### src/rtl/sr_sched_pkg.sv
// sr_sched_pkg: shared opcode/state types for the SR latch bank scheduler
package sr_sched_pkg;
  localparam int OPW = 2;
  typedef enum logic [OPW-1:0] {OP_SET = 2'b00, OP_CLR = 2'b01, OP_TOG = 2'b10, OP_CLR_ALL = 2'b11} op_t;
  typedef enum logic [2:0] {ST_INIT, ST_INIT_GAP, ST_IDLE, ST_ASSERT, ST_RECOVER} state_t;
endpackage

### src/rtl/rr_arb2.sv
// rr_arb2: two-way round-robin arbiter; pointer moves to the loser on each grant
module rr_arb2 (
  input  logic       clk,
  input  logic       rst_n,
  input  logic [1:0] i_req,
  input  logic       i_adv,
  output logic [1:0] o_gnt,
  output logic       o_ptr
);
  logic r_ptr;
  assign o_gnt = {i_req[1] & (~i_req[0] | r_ptr), i_req[0] & (~i_req[1] | ~r_ptr)};
  assign o_ptr = r_ptr;
  always_ff @(posedge clk) r_ptr <= !rst_n ? 1'b0 : i_adv ? o_gnt[0] : r_ptr;
endmodule

### src/rtl/sr_bank_scheduler.sv
// sr_bank_scheduler: sequences arbitrated set/clear pulses into a bank of SR latches,
// never driving S and R together and always separating pulses by a recovery gap
module sr_bank_scheduler import sr_sched_pkg::*; #(
  parameter int N         = 8,
  parameter int IDXW      = $clog2(N),
  parameter int PULSE_CYC = 2,
  parameter int GAP_CYC   = 1
) (
  input  logic            clk,
  input  logic            rst_n,
  input  logic            a_req,
  input  logic [OPW-1:0]  a_op,
  input  logic [IDXW-1:0] a_idx,
  output logic            a_ack,
  input  logic            b_req,
  input  logic [OPW-1:0]  b_op,
  input  logic [IDXW-1:0] b_idx,
  output logic            b_ack,
  input  logic [N-1:0]    q_in,
  output logic [N-1:0]    s_out,
  output logic [N-1:0]    r_out,
  output logic            busy,
  output logic            init_done
);
  localparam int CW = $clog2((PULSE_CYC > GAP_CYC ? PULSE_CYC : GAP_CYC) + 1);
  state_t          r_st, w_nxt;
  logic [CW-1:0]   r_cnt, w_cnt_nxt;
  logic            r_started, r_init_done, r_side, r_q;
  op_t             r_op;
  logic [IDXW-1:0] r_idx, w_idx;
  logic [N-1:0]    w_bit, w_new_bit, w_s, w_r;
  logic [1:0]      w_req, w_gnt;
  logic            w_ptr, w_adv, w_side, w_ack;
  assign w_req     = {b_req, a_req};
  assign w_adv     = (r_st == ST_IDLE) && |w_gnt;
  assign w_side    = &w_req ? w_ptr : w_gnt[1];
  assign w_idx     = w_side ? b_idx : a_idx;
  assign w_new_bit = N'(1) << w_idx;
  assign w_bit     = N'(1) << r_idx;
  rr_arb2 u_arb (.clk(clk), .rst_n(rst_n), .i_req(w_req), .i_adv(w_adv), .o_gnt(w_gnt), .o_ptr(w_ptr));
  always_ff @(posedge clk) begin
    if (!rst_n) begin
      r_st        <= ST_INIT;
      r_cnt       <= '0;
      r_started   <= 1'b0;
      r_init_done <= 1'b0;
      r_side      <= 1'b0;
      r_q         <= 1'b0;
      r_op        <= OP_SET;
      r_idx       <= '0;
    end else begin
      r_st      <= w_nxt;
      r_cnt     <= w_cnt_nxt;
      r_started <= 1'b1;
      if (r_st == ST_INIT_GAP && w_nxt == ST_IDLE) r_init_done <= 1'b1;
      if (w_adv) begin
        r_side <= w_side;
        r_op   <= op_t'(w_side ? b_op : a_op);
        r_idx  <= w_idx;
        r_q    <= |(q_in & w_new_bit);
      end
    end
  end
  // r_started keeps the bank quiet for the cycle right after a reset edge
  always_comb begin
    w_nxt     = r_st;
    w_cnt_nxt = '0;
    w_s       = '0;
    w_r       = '0;
    w_ack     = 1'b0;
    case (r_st)
      ST_INIT: begin
        w_r       = r_started ? '1 : '0;
        w_cnt_nxt = r_cnt + CW'(r_started);
        if (r_started && r_cnt == CW'(PULSE_CYC - 1)) begin
          w_nxt     = ST_INIT_GAP;
          w_cnt_nxt = '0;
        end
      end
      ST_INIT_GAP: begin
        w_cnt_nxt = r_cnt + CW'(1);
        if (r_cnt == CW'(GAP_CYC - 1)) begin
          w_nxt     = ST_IDLE;
          w_cnt_nxt = '0;
        end
      end
      ST_IDLE: w_nxt = !w_adv ? ST_IDLE : |w_new_bit ? ST_ASSERT : ST_RECOVER;
      ST_ASSERT: begin
        w_s       = (r_op == OP_SET || (r_op == OP_TOG && !r_q)) ? w_bit : '0;
        w_r       = r_op == OP_CLR_ALL ? '1 : (r_op == OP_CLR || (r_op == OP_TOG && r_q)) ? w_bit : '0;
        w_cnt_nxt = r_cnt + CW'(1);
        if (r_cnt == CW'(PULSE_CYC - 1)) begin
          w_nxt     = ST_RECOVER;
          w_cnt_nxt = '0;
        end
      end
      ST_RECOVER: begin
        w_cnt_nxt = r_cnt + CW'(1);
        if (r_cnt == CW'(GAP_CYC - 1)) begin
          w_ack     = 1'b1;
          w_nxt     = ST_IDLE;
          w_cnt_nxt = '0;
        end
      end
      default: w_nxt = ST_INIT;
    endcase
  end
  assign s_out     = w_s;
  assign r_out     = w_r;
  assign a_ack     = w_ack & ~r_side;
  assign b_ack     = w_ack & r_side;
  assign busy      = r_st != ST_IDLE;
  assign init_done = r_init_done;
endmodule
### config.mk
export PLATFORM = sky130hd
export DESIGN_NAME = sr_bank_scheduler
export DESIGN_NICKNAME = d
export VERILOG_FILES = /design/src/rtl/sr_sched_pkg.sv /design/src/rtl/rr_arb2.sv /design/src/rtl/sr_bank_scheduler.sv
export SDC_FILE = /design/constraint.sdc
export NUM_CORES = 1
export LEC_CHECK = 0
export BUFFER_PORTS_ARGS = -buffer_cell sky130_fd_sc_hd__buf_4
export CAP_MARGIN = 25
export CORE_MARGIN = 2
export CORE_UTILIZATION = 47
export DETAILED_ROUTE_END_ITERATION = 16
export PLACE_DENSITY_LB_ADDON = 0.25
export SLEW_MARGIN = 25
export SYNTH_ARGS = -nofsm -noshare
export SYNTH_HDL_FRONTEND = slang
export SYNTH_HIERARCHICAL = 1
export SYNTH_SLANG_ARGS = --single-unit
### constraint.sdc
create_clock -name clk -period 6.55 [get_ports clk]
set_clock_uncertainty 0.05 [all_clocks]
set_input_delay 0.655 -clock clk [delete_from_list [all_inputs] [get_ports clk]]
set_output_delay 0.655 -clock clk [all_outputs]
set_load 0.02 [all_outputs]
Word-level counts from Yosys, hierarchy flattened
Cells that the tools add are included.
- logic and storage cells: 72
- input port bits: 22
- output and inout port bits: 20
- register bits after elaboration: 15
- multiplexer cells: 22
- equality and inequality tests: 10
- $add $sub $neg: 2
- shifts and indexed selects: 2
- bitwise logic cells: 11
- reduce and logical (&&, ||, !) cells: 16
- operators with widths (kind ; count):
    $mux W8 ; 5
    $mux W3 ; 6
    $pmux W8 S2 ; 1
    $reduce_or A8 Y1 ; 2
    $shl A1 B3 Y8 const A ; 2
    $pmux W3 S4 ; 1
    $eq A3 B2 Y1 const B ; 3
    $and A8 B8 Y8 ; 1
    $mux W2 ; 4
    $pmux W2 S3 ; 1
    $logic_and A1 B1 Y1 ; 5
    $and A1 B1 Y1 ; 4
    $eq A2 B1 Y1 const B ; 2
    $eq A2 B2 Y1 const B ; 2
    $logic_not A2 Y1 ; 2
    $mux W1 ; 4
    $not A1 Y1 ; 4
    $reduce_or A2 Y1 ; 2
    $eq A3 B1 Y1 const B ; 1
    $eq A3 B3 Y1 const B ; 1
    $logic_not A3 Y1 ; 1
    $ne A3 B2 Y1 const B ; 1
    $add A2 B1 Y2 ; 1
    $add A2 B1 Y2 const B ; 1
    other kinds (4) ; 6

Longest topological paths before layout
- depth in word-level cells: 12
- depth in mapped cells: 8
- gate-level depth less buffers: 8

Cells and area by module
The synthesis kept the hierarchy.
- by module, submodules not included (module ; instances ; cells an instance ; area each (um^2) ; sequential area each (um^2)):
    sr_bank_scheduler ; 1 ; 142 ; 1062.3 ; 280.3
    rr_arb2 ; 1 ; 6 ; 60.1 ; 20.0

Worst setup path after synthesis
OpenSTA, ideal clock, no wires.
- path kind: register to output
- start: register r_st[1]
- end: output port r_out[0]
- path slack: 4166 ps
- required time: 5845 ps
- cell stages (with the launch flop): 6
- data arrival time: 1679 ps
- buffers on the path: 1
- cell sequence: dfxtp_1 buf_2 inv_1 nor3b_1 nand2b_1 o21ai_0
- longest elaborated chain between the ends: 2
- elaborated cells on any way between the ends: 3
- those cells by class: eq/ne: 1; mux: 1; reduce/logical: 1
- ends and longest elaborated chain (what ; line ; text):
    from (decl) ; sr_bank_scheduler.sv:26 ; state_t r_st, w_nxt;
    from (signal assigned) ; sr_bank_scheduler.sv:52 ; r_st <= w_nxt;
    $eq A3 B2 Y1 or $logic_not A3 Y1 (tied branches) ; sr_bank_scheduler.sv:71 ; case (r_st)
    $pmux W8 S2 * ; sr_bank_scheduler.sv:71 ;
    to (decl) ; sr_bank_scheduler.sv:21 ; output logic [N-1:0] r_out,
Every way passes the cells marked *; elsewhere a longest branch is shown, timed or not.

Worst setup path in the final report
- start: register r_st[0]
- end: output port r_out[6]
The elaborated chain is that of the path after synthesis.

==> metrics <==
outcome=complete, no violations; TritonCTS Buffers=3; Post-synth ARST share=0; clock latency on the worst-skew pair=290 ps; switch share=0.3695; Worst EP arrival=2210 ps; final period utilization=0.4445; Cell Int Power=176.1 uW; CTS Hold Bufs=0; P&R area growth vs syn=29.65%; cell leakage power=0.0006759 uW; largest net degree at the start of global routing=18; drt first pass iters=4; Max Slew Vio Count=0; Gate power share=0.396; most frequent cell after synthesis=nand2_1; synth cell count leaders=nand2_1 (18), o21ai_0 (17), dfxtp_1 (15); die area=2795 um^2; Post-Syn Instances=148; post-synth top area share=0.2676; Worst Setup Start Kind=flop; clock root buffer=clkbuf_4; crit-path max FO=15; Peak Freq=343.5 MHz; VDD IR max=0.1606 mV; Max-Cap Viols=0; flops & latches, synth=15; FF+latch area=300.3 um^2; Core Rows=17; final setup fails=0; placer congestion estimate=0.8378; synth top area cells=dfxtp_1 (27%), o21ai_0 (7.6%), mux2i_1 (6.2%); Crit Path Class=reg2out; Die Wd=52.87 um; Setup TNS=0 ps; final wirelength=2653 um; GR Overflow Total=0; cell area after synthesis=1122 um^2; Mapped Nets=174; post-synth top area cell=dfxtp_1; sequential area share after synthesis=0.2676; Clk pin slew, worst setup/hold paths=100 ps; Critical Path End Type=primary output; initial antenna violation count=0; Flop pwr share=0.408; Synth cell types=38; CTS Sinks=15; Antenna Nets Post-Route=0; Mean Syn Cell Area=7.583 um^2; vias per cell=5.505; net switching power=103.2 uW; RSZ-0062 raised after global routing=false; CP Data Required Time=5840 ps; Fin. Hold Viols=0; PwrDens=192.0 nW/um^2; worst-margin pin slew=672.1 ps; core area=2233 um^2; area occupied by multi-input gates=744.5 um^2; CTS tree=yes; minimum clock period=2911 ps; Hold Crit Class=reg2reg; antenna cells=0; Setup Fix Bufs, Post-CTS=0; wire per inst=12.51 um; CTS resizes=0; initial drt markers=18; drc violations=0; Relative slew margins=0.5510; Primary FF master, synth=dfxtp_1; number of synthesized flops with an enable pin=0; IO Count=42; IO Port Bufs=41; die height=52.87 um; Starting Density=0.5025; Yosys Warn Count=6; filler cell count in the final layout=198; Detail Placement HPWL=2046 um; Final nets=211; clock share of power=0.196; vias in the first global route=1102; global-route usage over all layers=0.2206; CTS H-tree lvls=1; worst hold margin=422.4 ps; DR vias=1167; first-pass GRT wire length=4547 um; clk buf depth=2; layout cells sized above 1=0.2772
per-layer routing:
metal / vias up / share of wire / global-route usage
li1: 600 / - / -
met2: 29 / 0.49 / 0.4063
met3: 4 / 0.045 / 0.06497
met1: 534 / 0.45 / 0.2431
met4: 0 / 0.0090 / 0.05983
met5: - / 0 / 0
final timing paths:
| kind | startpoint | end | slack, ps | cells after the start |
|---|---|---|---|---|
| hold reg to reg | init_done | init_done | 420 | 1 |
| setup / recovery | r_st[0] | r_out[6] | 3640 | 4 |
| setup reg to reg | u_arb/o_ptr | r_q | 4190 | 7 |
| hold / removal | init_done | init_done | 420 | 1 |
cell usage in the layout, fill, tap and decap left out, types with 2 or more instances in the layout:
cell type	Yosys	routed
a31oi_1	6	6
and2_1	2	2
nand2_1	18	18
a21boi_0	2	2
nor3_1	6	6
mux2_2	2	2
nand3_1	4	4
buf_4	0	41
ha_1	4	4
inv_1	11	11
nor3b_1	2	2
dfxtp_1	15	15
o211a_1	6	6
clkbuf_4	0	3
a221oi_1	3	3
o21ai_0	17	17
mux2i_1	7	7
nor2_1	10	10
a21oi_1	4	4
nand2b_1	3	3
flip-flops by register name (all words and copies together) (netlist names):
name         cells
u_arb/o_ptr      1
r_cnt            2
init_done        1
r_side           1
r_st             3
r_started        1
r_op             2
r_idx            3
r_q              1
power by group through the flow:
| stage | clock [uW] | combinational [uW] | sequential [uW] |
|---|---|---|---|
| final | 54.7 | 111 | 114 |
| after global routing | 63.2 | 123 | 116 |
| after CTS | 57.2 | 111 | 114 |
| after detailed placement | 0 | 111 | 116 |
| after global placement | 0 | 108 | 115 |
| after floorplan | 0 | 80.0 | 109 |
through the flow:
step	setup WS (ps)	power (uW)	util	std cells	cell area (um^2)
after floorplan	4166	188.5	-	148	1122
after global placement	3991	223.3	0.6398	208	1429
after detailed placement	3899	226.7	0.6398	208	1429
after CTS	3655	282.3	0.6515	212	1455
after global routing	3442	302.0	0.6515	212	1455
final	3639	279.4	0.6515	212	1455
critical path: stages, from the launching register on:
cell	delay, ps
dfxtp_1	580
nor3b_1	620
nand2b_1	280
o21ai_0	260
buf_4	180
cell type report:
| type | count | area share |
|---|---|---|
| Timing Repair Buffer | 41 | 0.2115 |
| Clock buffer | 4 | 0.01806 |
| Multi-Input combinational cell | 113 | 0.5116 |
| Inverter | 11 | 0.02837 |
| Tap cell | 28 | 0.02408 |
| Sequential cell | 15 | 0.2064 |
cells by family (layout without fill, tap and decap cells):
| family | after synthesis | after routing | share of synthesized area |
|---|---|---|---|
| AOI/OAI and AO/OA | 46 | 46 | 0.2832 |
| xor gates and xnor gates | 1 | 1 | 0.007805 |
| adders and majority gates | 4 | 4 | 0.04459 |
| buffers and inverters | 20 | 56 | 0.06912 |
| DFF | 15 | 15 | 0.2676 |
| muxes | 10 | 10 | 0.1026 |
| and+or+nand+nor | 52 | 52 | 0.2252 |
Power figures use the tool's default switching activity.
